### config.mk
export PLATFORM = sky130hd
export DESIGN_NAME = reg_read_scoreboard
export DESIGN_NICKNAME = d
export VERILOG_FILES = /design/src/rtl/reg_read_scoreboard.sv
export SDC_FILE = /design/constraint.sdc
export NUM_CORES = 1
export LEC_CHECK = 0
export CORE_MARGIN = 2
export CORE_UTILIZATION = 46
export DETAILED_ROUTE_END_ITERATION = 16
export GPL_TIMING_DRIVEN = 1
export PLACE_DENSITY = 0.85
export SETUP_SLACK_MARGIN = 0.3
export SYNTH_ARGS = -nofsm -noshare
export SYNTH_HDL_FRONTEND = slang
export SYNTH_SLANG_ARGS = --single-unit
### constraint.sdc
create_clock -name clk -period 3.9 [get_ports clk]
set_input_delay 0.78 -clock clk [delete_from_list [all_inputs] [get_ports clk]]
set_output_delay 0.78 -clock clk [all_outputs]
set_load 0.01 [all_outputs]
### src/rtl/reg_read_scoreboard.sv
`default_nettype none
// ============================================================================
// Module   : reg_read_scoreboard
// Purpose  : Decode-stage source tracking, load-use stall and forward selects.
// Revision : 1.0 - initial release
// ============================================================================
module reg_read_scoreboard (
    input  logic        clk,
    input  logic        reset,
    input  logic [31:0] id_instr,
    input  logic        id_valid,
    input  logic [4:0]  id_dest,
    input  logic        id_is_load,
    input  logic        flush,
    output logic        stall,
    output logic        rs_used,
    output logic        rt_used,
    output logic [1:0]  fwd_a,
    output logic [1:0]  fwd_b,
    output logic [4:0]  wb_dest
);

    typedef struct packed {
        logic       valid;
        logic [4:0] dest;
        logic       is_load;
    } stage_t;

    localparam stage_t     c_bubble     = '0;
    localparam logic [1:0] c_sel_rf     = 2'b00;
    localparam logic [1:0] c_sel_exmem  = 2'b01;
    localparam logic [1:0] c_sel_memwb  = 2'b10;
    localparam logic [1:0] c_sel_wb     = 2'b11;

    stage_t     r_ex, r_mem, r_wb;
    logic [1:0] r_fwd_a, r_fwd_b;

    logic [5:0] w_op, w_funct;
    logic [4:0] w_rs, w_rt;
    logic       w_rs_dec, w_rt_dec;
    logic       w_rs_used, w_rt_used;
    logic       w_stall;
    logic [1:0] w_sel_a, w_sel_b;
    logic       w_unused;

    assign w_op     = id_instr[31:26];
    assign w_rs     = id_instr[25:21];
    assign w_rt     = id_instr[20:16];
    assign w_funct  = id_instr[5:0];
    assign w_unused = ^id_instr[15:6];

    always_comb begin
        w_rs_dec = 1'b0;
        w_rt_dec = 1'b0;
        case (w_op)
            6'b000000: begin
                case (w_funct)
                    6'b000000, 6'b000010, 6'b000011: w_rt_dec = 1'b1;
                    6'b001000:                       w_rs_dec = 1'b1;
                    default: begin
                        w_rs_dec = 1'b1;
                        w_rt_dec = 1'b1;
                    end
                endcase
            end
            6'b001000, 6'b001001, 6'b001010, 6'b001011,
            6'b001100, 6'b001101, 6'b001110,
            6'b000001, 6'b000110, 6'b000111,
            6'b100000, 6'b100100, 6'b100011: w_rs_dec = 1'b1;
            6'b000100, 6'b000101, 6'b101000, 6'b101011: begin
                w_rs_dec = 1'b1;
                w_rt_dec = 1'b1;
            end
            default: begin
                w_rs_dec = 1'b0;
                w_rt_dec = 1'b0;
            end
        endcase
    end

    assign w_rs_used = id_valid & w_rs_dec;
    assign w_rt_used = id_valid & w_rt_dec;

    // Register $0 is never a real destination, so it can never hit.
    function automatic logic f_hit(input stage_t s, input logic [4:0] r);
        return s.valid && (r != 5'd0) && (s.dest == r);
    endfunction

    function automatic logic [1:0] f_sel(input logic used, input logic [4:0] r,
                                         input stage_t ex, input stage_t mem,
                                         input stage_t wb);
        if (!used)              return c_sel_rf;
        else if (f_hit(ex, r))  return c_sel_exmem;
        else if (f_hit(mem, r)) return c_sel_memwb;
        else if (f_hit(wb, r))  return c_sel_wb;
        else                    return c_sel_rf;
    endfunction

    assign w_sel_a = f_sel(w_rs_used, w_rs, r_ex, r_mem, r_wb);
    assign w_sel_b = f_sel(w_rt_used, w_rt, r_ex, r_mem, r_wb);

    // Only a load one stage ahead cannot be forwarded in time; flush overrides.
    assign w_stall = id_valid && !flush && r_ex.is_load &&
                     ((w_rs_used && f_hit(r_ex, w_rs)) ||
                      (w_rt_used && f_hit(r_ex, w_rt)));

    always_ff @(posedge clk or posedge reset) begin
        if (reset) begin
            r_ex    <= c_bubble;
            r_mem   <= c_bubble;
            r_wb    <= c_bubble;
            r_fwd_a <= c_sel_rf;
            r_fwd_b <= c_sel_rf;
        end else begin
            r_wb  <= r_mem;
            r_mem <= r_ex;
            if (w_stall || flush || !id_valid) begin
                r_ex    <= c_bubble;
                r_fwd_a <= c_sel_rf;
                r_fwd_b <= c_sel_rf;
            end else begin
                r_ex.valid   <= 1'b1;
                r_ex.dest    <= id_dest;
                r_ex.is_load <= id_is_load;
                r_fwd_a      <= w_sel_a;
                r_fwd_b      <= w_sel_b;
            end
        end
    end

    assign stall   = w_stall;
    assign rs_used = w_rs_used;
    assign rt_used = w_rt_used;
    assign fwd_a   = r_fwd_a;
    assign fwd_b   = r_fwd_b;
    assign wb_dest = r_wb.valid ? r_wb.dest : 5'd0;

endmodule
`default_nettype wire

==> results_dict.tcl, run 1 <==
set metrics [dict create \
    ant_nets 0 \
    clk_root_buffer_cell "sky130_fd_sc_hd__clkbuf_4" \
    cp_slowest_cell "sky130_fd_sc_hd__or4_1" \
    path_class "in2out" \
    numPortBuffers 43 \
    timing.critical_path.cells "clkdlybuf4s50_1, or4_1, a31oi_1, o211a_1, o21ai_2, a21boi_2, and2_1, dlygate4sd2_1" \
    synth_warnings 0 \
    final_period_minus_worst_setup_slack_ns 3.60 \
    synthSimpleGateAreaFrac_pct 25.6 \
    worstMarginPinSlew_ns 0.842 \
    grt_overflow_total 0 \
    setup-tns-final_ns 0 \
    cts_tree "done" \
    irDropWorstVdd_v 0.000210 \
    instances_no_fill 228 \
    fin_worst_skew_ns 0.00142 \
    hold_viol_final 0 \
    grt_pass1_wl_um 5930 \
    drt_first_pass_iters 4 \
    htreeDepth 1 \
    gr-usage-all-layers_pct 22.9 \
    die-area_um2 3310 \
    ff2ff_setup_slack_ns 2.08 \
    drt-vias-per-instance 5.67 \
    antenna_found_initial 0 \
    post_route_cells_drive_above_1_share_pct 13.2 \
    detail_route.iter0.violations 49 \
    post_synth_inst_count 137 \
    synthDominantCellAreaShare_pct 43.7 \
    avgRoutedWirePerCell_um 16.0 \
    routed_wl_um 3650 \
    setup_viol 0 \
    critical_path.endpoint_type "output pin" \
    post_synth.cell_area_avg_um2 9.62 \
    clk-insertion-delay-late_ns 0.32 \
    crit_fanout 2 \
    final_nets 240 \
    worst_path_largest_cell_delay_ns 0.53 \
    setup_repair_after_global_routing_missed_its_margin "true" \
    worst_setup_hold_path_clk_slew_ns 0.13 \
    worst_hold_slack_ns 0.433 \
    rows 19 \
    placed_wire_length_estimate_um 2800 \
    pin_count_of_the_biggest_net_entering_global_routing 24 \
    clock.fmax_mhz 278 \
    die_w_um 57.5 \
    post_synth_num_cell_types 29 \
    yosys-top-cells-area "sky130_fd_sc_hd__dfrtp_1 44%, sky130_fd_sc_hd__xnor2_1 15%, sky130_fd_sc_hd__xor2_1 5.3%" \
    gp_routability_congestion 0.889 \
    num_vias 1293 \
    status "finished clean" \
    antennaDiodeCount 0 \
    initial_utilization_pct 48.2 \
    ys_seq_area_share_pct 43.7 \
    clock-sinks 23 \
    die-height_um 57.5 \
    first_global_vias 1317 \
    clockBufferDepth 2 \
    yosys-mux-area-fraction_pct 0 \
    synth_fa_ha_area_share_pct 0 \
    drc 0 \
    numCtsBuffers 3 \
    synthToLayoutAreaGrowth_pct 47.3 \
    design_power_total_mw 0.481 \
    mappedNetlistNets 179 \
    crit_arrival_ns 2.82 \
    kind_of_start_point_of_the_critical_path "input port" \
    core_area_um2 2730 \
    holdCritPathClass "reg2reg" \
    max_slew_margin_pct 43.8 \
    required_worst_endpoint_ns 3.12 \
    syn-cell-area_um2 1320 \
    synth_area_in_compound_gates_pct 8.74 \
    total_leakage_power_nw 0.844 \
    post-synth-top-area-cell "sky130_fd_sc_hd__dfrtp_1" \
    xor_xnor_cell_area_share_of_the_yosys_netlist_pct 19.9 \
    postSynthRegisterBits 23 \
    combinational_family_with_the_most_area_after_synthesis "simple AND/OR/NAND/NOR gates" \
    place_inst 224 \
    cellPowerDensity_nw_per_um2 248 \
    report.final.slew_viol_count 0 \
    io-pin-count 54 \
    maxCapViolations 0 \
    layout.core_utilization_pct 71.0 \
    fin_crit_sh_pct 92.4 \
]
placed cells by master (no fill, tap or decap):
cell type	n
sky130_fd_sc_hd__or4_1	4
sky130_fd_sc_hd__dfrtp_1	23
sky130_fd_sc_hd__nand3b_1	1
sky130_fd_sc_hd__nand4_1	6
sky130_fd_sc_hd__nor3_2	1
sky130_fd_sc_hd__nand4b_1	1
sky130_fd_sc_hd__xor2_1	8
sky130_fd_sc_hd__and3b_1	1
sky130_fd_sc_hd__clkinv_2	1
sky130_fd_sc_hd__clkbuf_4	3
sky130_fd_sc_hd__or3_1	2
sky130_fd_sc_hd__a2111oi_1	1
sky130_fd_sc_hd__nand2_1	9
sky130_fd_sc_hd__nor3_1	5
sky130_fd_sc_hd__clkdlybuf4s50_1	39
sky130_fd_sc_hd__dlygate4sd2_1	2
sky130_fd_sc_hd__a21oi_1	4
sky130_fd_sc_hd__nand2b_1	3
sky130_fd_sc_hd__nor4_1	5
sky130_fd_sc_hd__nor2_1	15
sky130_fd_sc_hd__xnor2_1	22
sky130_fd_sc_hd__dlymetal6s2s_1	2
sky130_fd_sc_hd__a21boi_2	1
sky130_fd_sc_hd__nor2b_1	2
sky130_fd_sc_hd__nor4_2	1
sky130_fd_sc_hd__a211oi_2	2
sky130_fd_sc_hd__o21ai_0	2
sky130_fd_sc_hd__o21ai_2	1
sky130_fd_sc_hd__o211a_1	2
sky130_fd_sc_hd__o22ai_1	1
sky130_fd_sc_hd__o311ai_2	1
sky130_fd_sc_hd__inv_1	4
sky130_fd_sc_hd__and2_1	6
sky130_fd_sc_hd__a31oi_1	1
sky130_fd_sc_hd__buf_4	14
sky130_fd_sc_hd__nor2_2	1
routing by layer:
metal	track usage, %	share of wire [%]	vias to the layer above
met5	0	0	-
met4	7.31	1.5	0
met3	2.95	5.5	6
met2	39.4	53	59
met1	29.6	40	630
li1	-	-	598
Yosys cell counts:
| cell | instances |
|---|---|
| sky130_fd_sc_hd__o311ai_1 | 1 |
| sky130_fd_sc_hd__a21boi_2 | 1 |
| sky130_fd_sc_hd__nor2b_1 | 2 |
| sky130_fd_sc_hd__a211oi_1 | 2 |
| sky130_fd_sc_hd__or4_1 | 4 |
| sky130_fd_sc_hd__a21oi_1 | 4 |
| sky130_fd_sc_hd__nand4_1 | 6 |
| sky130_fd_sc_hd__o21ai_0 | 2 |
| sky130_fd_sc_hd__and3b_1 | 1 |
| sky130_fd_sc_hd__nand4b_1 | 1 |
| sky130_fd_sc_hd__nand3b_1 | 1 |
| sky130_fd_sc_hd__o211a_1 | 2 |
| sky130_fd_sc_hd__a2111oi_0 | 1 |
| sky130_fd_sc_hd__nor3_1 | 6 |
| sky130_fd_sc_hd__xnor2_1 | 22 |
| sky130_fd_sc_hd__a31oi_1 | 1 |
| sky130_fd_sc_hd__o21ai_2 | 1 |
| sky130_fd_sc_hd__or3_1 | 2 |
| sky130_fd_sc_hd__xor2_1 | 8 |
| sky130_fd_sc_hd__buf_6 | 1 |
| sky130_fd_sc_hd__nand2b_1 | 3 |
| sky130_fd_sc_hd__nor2_1 | 15 |
| sky130_fd_sc_hd__and2_1 | 6 |
| sky130_fd_sc_hd__dfrtp_1 | 23 |
| sky130_fd_sc_hd__o22ai_1 | 1 |
| sky130_fd_sc_hd__inv_1 | 4 |
| sky130_fd_sc_hd__nand2_1 | 9 |
| sky130_fd_sc_hd__nor4_1 | 6 |
| sky130_fd_sc_hd__nor2_2 | 1 |
kinds of logic after synthesis:
family,Yosys count
and+or+nand+nor,63
buffers and inverters,5
xor gates and xnor gates,30
AOI/OAI and AO/OA,16
DFF,23
worst max-delay path: cells and delay by family:
kind,cells,cell delay [ns]
AO/OA/AOI/OAI,4,0.70
buffers and inverters,2,0.68
AND/OR/NAND/NOR,2,0.67
state kept, by name, indices dropped and copies added (netlist names):
register / cells
fwd_a: 2
fwd_b: 2
r_ex: 7
r_mem: 6
r_wb: 6
what timing repair did:
item / in CTS / in global routing
hold buffers: 0 / 0
pin swaps: 0 / 3
setup endpoints to repair: 2 / 3
buffers inserted: 0 / 0
resized for setup: 2 / 8
gates cloned: 0 / 0
cell type report:
cell class              instances  area [um2]
clock buffers                   3        22.5
clock inverters                 1        5.00
fillers                       182         793
inverters                       4        15.0
multi-input cells             109         746
flip-flops and latches         23         576
well taps                      31        38.8
repair buffers                 57         538
worst paths after layout:
path | startpoint | to | cells after the start
worst max-delay path | id_instr[26] | stall | 8
worst min-delay path | r_ex[6]$_DFF_PP0_ | r_mem[6]$_DFF_PP0_ | 0
worst max register to register | r_ex[2]$_DFF_PP0_ | fwd_a[0]$_DFF_PP0_ | 7
worst min register to register | r_ex[6]$_DFF_PP0_ | r_mem[6]$_DFF_PP0_ | 0
max in group asynchronous | reset | r_wb[5]$_DFF_PP0_ | 2
min in group asynchronous | reset | r_ex[2]$_DFF_PP0_ | 2
power by group:
group	switching (mW)	total [mW]	internal, mW
sequential	0.00941	0.256	0.246
clock	0.0767	0.115	0.0384
combinational	0.0483	0.110	0.0617
total	0.134	0.481	0.346
per-stage QoR:
| step | setup WS, ns | cell area [um2] |
|---|---|---|
| after floorplan | 0.975 | 1320 |
| after global placement | 0.154 | 1880 |
| after detailed placement | 0.0620 | 1880 |
| after CTS | 0.332 | 1910 |
| after global routing | 0.256 | 1940 |
| final | 0.297 | 1940 |
(Power assumes the default switching activity.)
==> run 2, diff against run 1 <==
RECOVER_POWER = 25   (was default)
==> results_dict.tcl, run 2 (synthesis gave the netlist of run 1 again) <==
set metrics [dict create \
    worst_setup_hold_path_clk_slew_ns 0.13 \
    grt_pass1_wl_um 5930 \
    status "finished clean" \
    largest_register_ffs 7 \
    critical_path.endpoint_type "output pin" \
    hold_viol_final 0 \
    avgRoutedWirePerCell_um 16.0 \
    worstMarginPinSlew_ns 0.843 \
    gp_routability_congestion 0.889 \
    gr-usage-all-layers_pct 22.9 \
    instances_no_fill 228 \
    clock-sinks 23 \
    final_design_area_no_fill_um2 1940 \
    numCtsBuffers 3 \
    holdCritPathClass "reg2reg" \
    setup_repair_after_global_routing_missed_its_margin "true" \
    crit-reg2reg-capture "fwd_a[0]$_DFF_PP0_" \
    io-pin-count 54 \
    die-area_um2 3310 \
    final_period_minus_worst_setup_slack_ns 3.60 \
    registers.top_by_ff_count "r_ex" \
    cts_tree "done" \
    dpl-instance-area_um2 1880 \
    grt_overflow_total 0 \
    max_slew_margin_pct 43.7 \
    placed_wire_length_estimate_um 2800 \
    reg_top3 "r_ex: 7 flops, r_mem: 6 flops, r_wb: 6 flops" \
    die-height_um 57.5 \
    postCtsSetupBuffers 0 \
    final_nets 240 \
    area.sequential_um2 576 \
    rows 19 \
    routed_wl_um 3640 \
    multiInputGateArea_um2 746 \
    die_w_um 57.5 \
    htreeDepth 1 \
    clk_root_buffer_cell "sky130_fd_sc_hd__clkbuf_4" \
    ff2ff_setup_slack_ns 2.09 \
    maxCapViolations 0 \
    initial_utilization_pct 48.2 \
    layout_commonest_cell "sky130_fd_sc_hd__clkdlybuf4s50_1" \
    cellPowerDensity_nw_per_um2 248 \
    fill_cells 182 \
    crit_fanout 2 \
    clockBufferDepth 2 \
    drt_first_pass_iters 4 \
    drt-vias-per-instance 5.68 \
    path_class "in2out" \
    antennaDiodeCount 0 \
    num_vias 1295 \
    pin_count_of_the_biggest_net_entering_global_routing 24 \
    numPortBuffers 43 \
    ant_nets 0 \
    fin_worst_skew_ns 0.00172 \
    detail_route.iter0.violations 49 \
    required_worst_endpoint_ns 3.12 \
    most_frequent_cells_in_the_layout "38 x sky130_fd_sc_hd__clkdlybuf4s50_1, 23 x sky130_fd_sc_hd__dfrtp_1, 22 x sky130_fd_sc_hd__xnor2_1" \
    fin_crit_sh_pct 92.4 \
    rr_startpoint "r_ex[2]$_DFF_PP0_" \
    clk-insertion-delay-late_ns 0.32 \
    post_route_cells_drive_above_1_share_pct 13.2 \
    setup-tns-final_ns 0 \
    core_area_um2 2730 \
    synthToLayoutAreaGrowth_pct 47.3 \
    crit_path_start "id_instr[26]" \
    first_global_vias 1317 \
    rr_worst_depth 7 \
    clock.fmax_mhz 277 \
    place_inst 224 \
    irDropWorstVdd_v 0.000210 \
    crit_arrival_ns 2.82 \
    antenna_found_initial 0 \
    setup_viol 0 \
    total_leakage_power_nw 0.844 \
    report.final.slew_viol_count 0 \
    post_cts_hold_buffer_count 0 \
    drc 0 \
    kind_of_start_point_of_the_critical_path "input port" \
    termination_of_the_worst_setup_path "stall" \
]
## run 2: changes by cell type in the layout (fill, tap and decap cells not counted)
cell                              before  now
sky130_fd_sc_hd__dlygate4sd3_1         0    1
sky130_fd_sc_hd__clkdlybuf4s50_1      39   38
## run 2: critical path, stage by stage
cell	delay, ns
sky130_fd_sc_hd__clkdlybuf4s50_1	0.41
sky130_fd_sc_hd__or4_1	0.53
sky130_fd_sc_hd__a31oi_1	0.24
sky130_fd_sc_hd__o211a_1	0.24
sky130_fd_sc_hd__o21ai_2	0.07
sky130_fd_sc_hd__a21boi_2	0.15
sky130_fd_sc_hd__and2_1	0.14
sky130_fd_sc_hd__dlygate4sd2_1	0.27
## run 2: how the worst min path moves through the flow
stage,slack (ns),cells after the start,to,from
global placement,0.40,0,r_wb[6]$_DFF_PP0_,r_mem[6]$_DFF_PP0_
global route,0.44,0,r_wb[6]$_DFF_PP0_,r_mem[6]$_DFF_PP0_
CTS,0.44,0,r_mem[6]$_DFF_PP0_,r_ex[6]$_DFF_PP0_
finish,0.43,0,r_mem[6]$_DFF_PP0_,r_ex[6]$_DFF_PP0_
detailed placement,0.40,0,r_mem[6]$_DFF_PP0_,r_ex[6]$_DFF_PP0_
floorplan,0.37,0,r_mem[6]$_DFF_PP0_,r_ex[6]$_DFF_PP0_
## run 2: per-layer routing
layer / vias up / track usage, % / wire length [um]
li1: 599 / - / -
met1: 634 / 29.6 / 1440
met2: 56 / 39.4 / 1940
met3: 6 / 2.95 / 204
met4: 0 / 7.31 / 53
met5: - / 0 / 0
## run 2: layout make-up
cell class / count / share of cell area, %
Multi-Input combinational cell: 109 / 38.4
Timing Repair Buffer: 57 / 27.7
Clock inverter: 1 / 0.258
Sequential cell: 23 / 29.7
Tap cell: 31 / 2.00
Inverter: 4 / 0.774
Clock buffer: 3 / 1.16
## run 2: timing repair
item / CTS / global route
endpoints found under the setup margin: 2 / 3
pin swaps: 0 / 3
resized for setup: 2 / 8
hold endpoints to repair: 0 / 0
## run 2: power by group
group | internal (mW) | switching [mW] | total [mW] | leakage (nW)
clock network | 0.0384 | 0.0767 | 0.115 | 0.0177
logic | 0.0615 | 0.0483 | 0.110 | 0.516
registers | 0.246 | 0.00942 | 0.256 | 0.310
## run 2: per-stage QoR
stage / setup WS, ns / total power [mW] / util, % / hold slack (ns)
after floorplan: 0.975 / 0.301 / - / 0.373
after global placement: 0.154 / 0.360 / 68.8 / 0.400
after detailed placement: 0.0620 / 0.366 / 68.8 / 0.405
after CTS: 0.332 / 0.477 / 69.7 / 0.435
after global routing: 0.256 / 0.498 / 71.0 / 0.444
final: 0.296 / 0.481 / 71.0 / 0.433
==> run 3, diff against run 2 <==
CTS_CLUSTER_SIZE = 24   (was default)
REMOVE_ABC_BUFFERS = 1   (was default)
SKIP_LAST_GASP = 1   (was default)
==> results_dict.tcl, run 3 (synthesis gave the netlist of run 1 again) <==
set metrics [dict create \
    rr_startpoint "r_ex[3]$_DFF_PP0_" \
    dp_worst_setup_slack_ns 0.0897 \
    cts_tree "done" \
    post_cts_hold_buffer_count 0 \
    maxCapViolations 0 \
    worst_slack_ns 0.298 \
    placed_wire_length_estimate_um 2870 \
    antenna_found_initial 0 \
    final_design_area_no_fill_um2 1940 \
    kind_of_start_point_of_the_critical_path "input port" \
    drt-vias-per-instance 5.54 \
    detail_route.iter0.violations 49 \
    hold_viol_final 0 \
    fin_worst_skew_ns 0.00903 \
    min_path_cells 0 \
    multiInputGateArea_um2 742 \
    cellPowerDensity_nw_per_um2 251 \
    crit_fanout 5 \
    numCtsBuffers 3 \
    status "finished clean" \
    required_worst_endpoint_ns 3.12 \
    io-pin-count 54 \
    clockBufferDepth 2 \
    num_vias 1262 \
    registers.top_by_ff_count "r_ex" \
    setup_viol 0 \
    whs_endpoint "r_wb[6]$_DFF_PP0_" \
    report.final.slew_viol_count 0 \
    most_frequent_cells_in_the_layout "39 x sky130_fd_sc_hd__clkdlybuf4s50_1, 23 x sky130_fd_sc_hd__dfrtp_1, 22 x sky130_fd_sc_hd__xnor2_1" \
    ff2ff_setup_slack_ns 2.13 \
    clk_root_buffer_cell "sky130_fd_sc_hd__clkbuf_4" \
    setup_repair_after_global_routing_missed_its_margin "true" \
    avgRoutedWirePerCell_um 15.5 \
    switching_share_pct 28.6 \
    area.sequential_um2 576 \
    irDropWorstVdd_v 0.000260 \
    hold_path.startpoint "r_mem[6]$_DFF_PP0_" \
    ant_nets 0 \
    gp_routability_congestion 0.893 \
    numPortBuffers 43 \
    die-area_um2 3310 \
    max_slew_margin_pct 43.5 \
    routed_wl_um 3540 \
    pin_count_of_the_biggest_net_entering_global_routing 24 \
    initial_utilization_pct 48.2 \
    grt_pass1_wl_um 5710 \
    fill_cells 217 \
    post_route_cells_drive_above_1_share_pct 12.7 \
    htreeDepth 1 \
    dpl-instance-area_um2 1880 \
    clk-insertion-delay-late_ns 0.33 \
    seq_power_share_pct 52.6 \
    worst_setup_hold_path_clk_slew_ns 0.14 \
    path_class "in2out" \
    drt_first_pass_iters 4 \
    share_of_power_burned_in_combinational_logic_pct 22.6 \
    worstMarginPinSlew_ns 0.846 \
    core_area_um2 2730 \
    antennaDiodeCount 0 \
    setup-tns-final_ns 0 \
    gr-usage-all-layers_pct 22.1 \
    synthToLayoutAreaGrowth_pct 47.0 \
    reg_top3 "r_ex: 7 flops, r_mem: 6 flops, r_wb: 6 flops" \
    place_inst 224 \
    total_leakage_power_nw 0.829 \
    clock.fmax_mhz 278 \
    internal_power_mw 0.347 \
    die-height_um 57.5 \
    die_w_um 57.5 \
    worst_hold_slack_ns 0.437 \
    crit-reg2reg-capture "fwd_a[0]$_DFF_PP0_" \
    final_nets 240 \
    largest_register_ffs 7 \
    final_period_minus_worst_setup_slack_ns 3.60 \
    design_power_total_mw 0.486 \
    relative_contribution_of_the_clock_network_to_total_power_pct 24.8 \
    clock-sinks 23 \
    rows 19 \
    switching_power_of_the_nets_mw 0.139 \
    crit_arrival_ns 2.82 \
    rr_worst_depth 7 \
    grt_overflow_total 0 \
    fin_crit_sh_pct 92.4 \
    critical_path.endpoint_type "output pin" \
    crit_path_start "id_instr[31]" \
    layout_commonest_cell "sky130_fd_sc_hd__clkdlybuf4s50_1" \
    first_global_vias 1274 \
    holdCritPathClass "reg2reg" \
    drc 0 \
    instances_no_fill 228 \
    layout.core_utilization_pct 70.8 \
]
-- run 3: area by class of cell --
cell class / instances / share of cell area [%]
inverters: 4 / 0.775
clock buffers: 3 / 1.16
repair buffers: 57 / 27.6
well taps: 31 / 2.00
multi-input cells: 109 / 38.3
flip-flops and latches: 23 / 29.7
clock inverters: 1 / 0.388
-- run 3: power groups by stage --
stage	clock network, mW	logic, mW	registers, mW
floorplan	0	0.0440	0.257
global placement	0	0.101	0.259
detailed placement	0	0.106	0.260
CTS	0.119	0.108	0.255
global route	0.131	0.118	0.257
finish	0.121	0.110	0.255
-- run 3: worst max path at each step --
stage                     endpoint  slack, ns
final                      rs_used       0.30
after global routing       rs_used       0.27
after CTS                    stall       0.34
after detailed placement     stall       0.09
after global placement       stall       0.12
after floorplan              stall       0.90
-- run 3: metal layers --
layer	wire length (um)	vias up	global-route usage, %
li1	-	602	-
met1	1410	614	27.0
met2	1900	40	41.9
met3	190	6	2.95
met4	39	0	3.32
met5	0	-	0
-- run 3: repair_timing --
action	4_1_cts	5_1_grt
setup buffers	0	0
pin swaps	0	0
setup endpoints to repair	2	2
endpoints found under the hold margin	0	0
gates resized for setup	5	3
-- run 3: worst max-delay path: stages --
cell and delay (ns):
sky130_fd_sc_hd__clkdlybuf4s50_1 0.44, sky130_fd_sc_hd__buf_4 0.16, sky130_fd_sc_hd__nor2_1 0.08, sky130_fd_sc_hd__a21oi_1 0.05, sky130_fd_sc_hd__a211oi_1 0.45, sky130_fd_sc_hd__nor3_1 0.14
sky130_fd_sc_hd__nor2_1 0.14, sky130_fd_sc_hd__clkdlybuf4s50_1 0.57
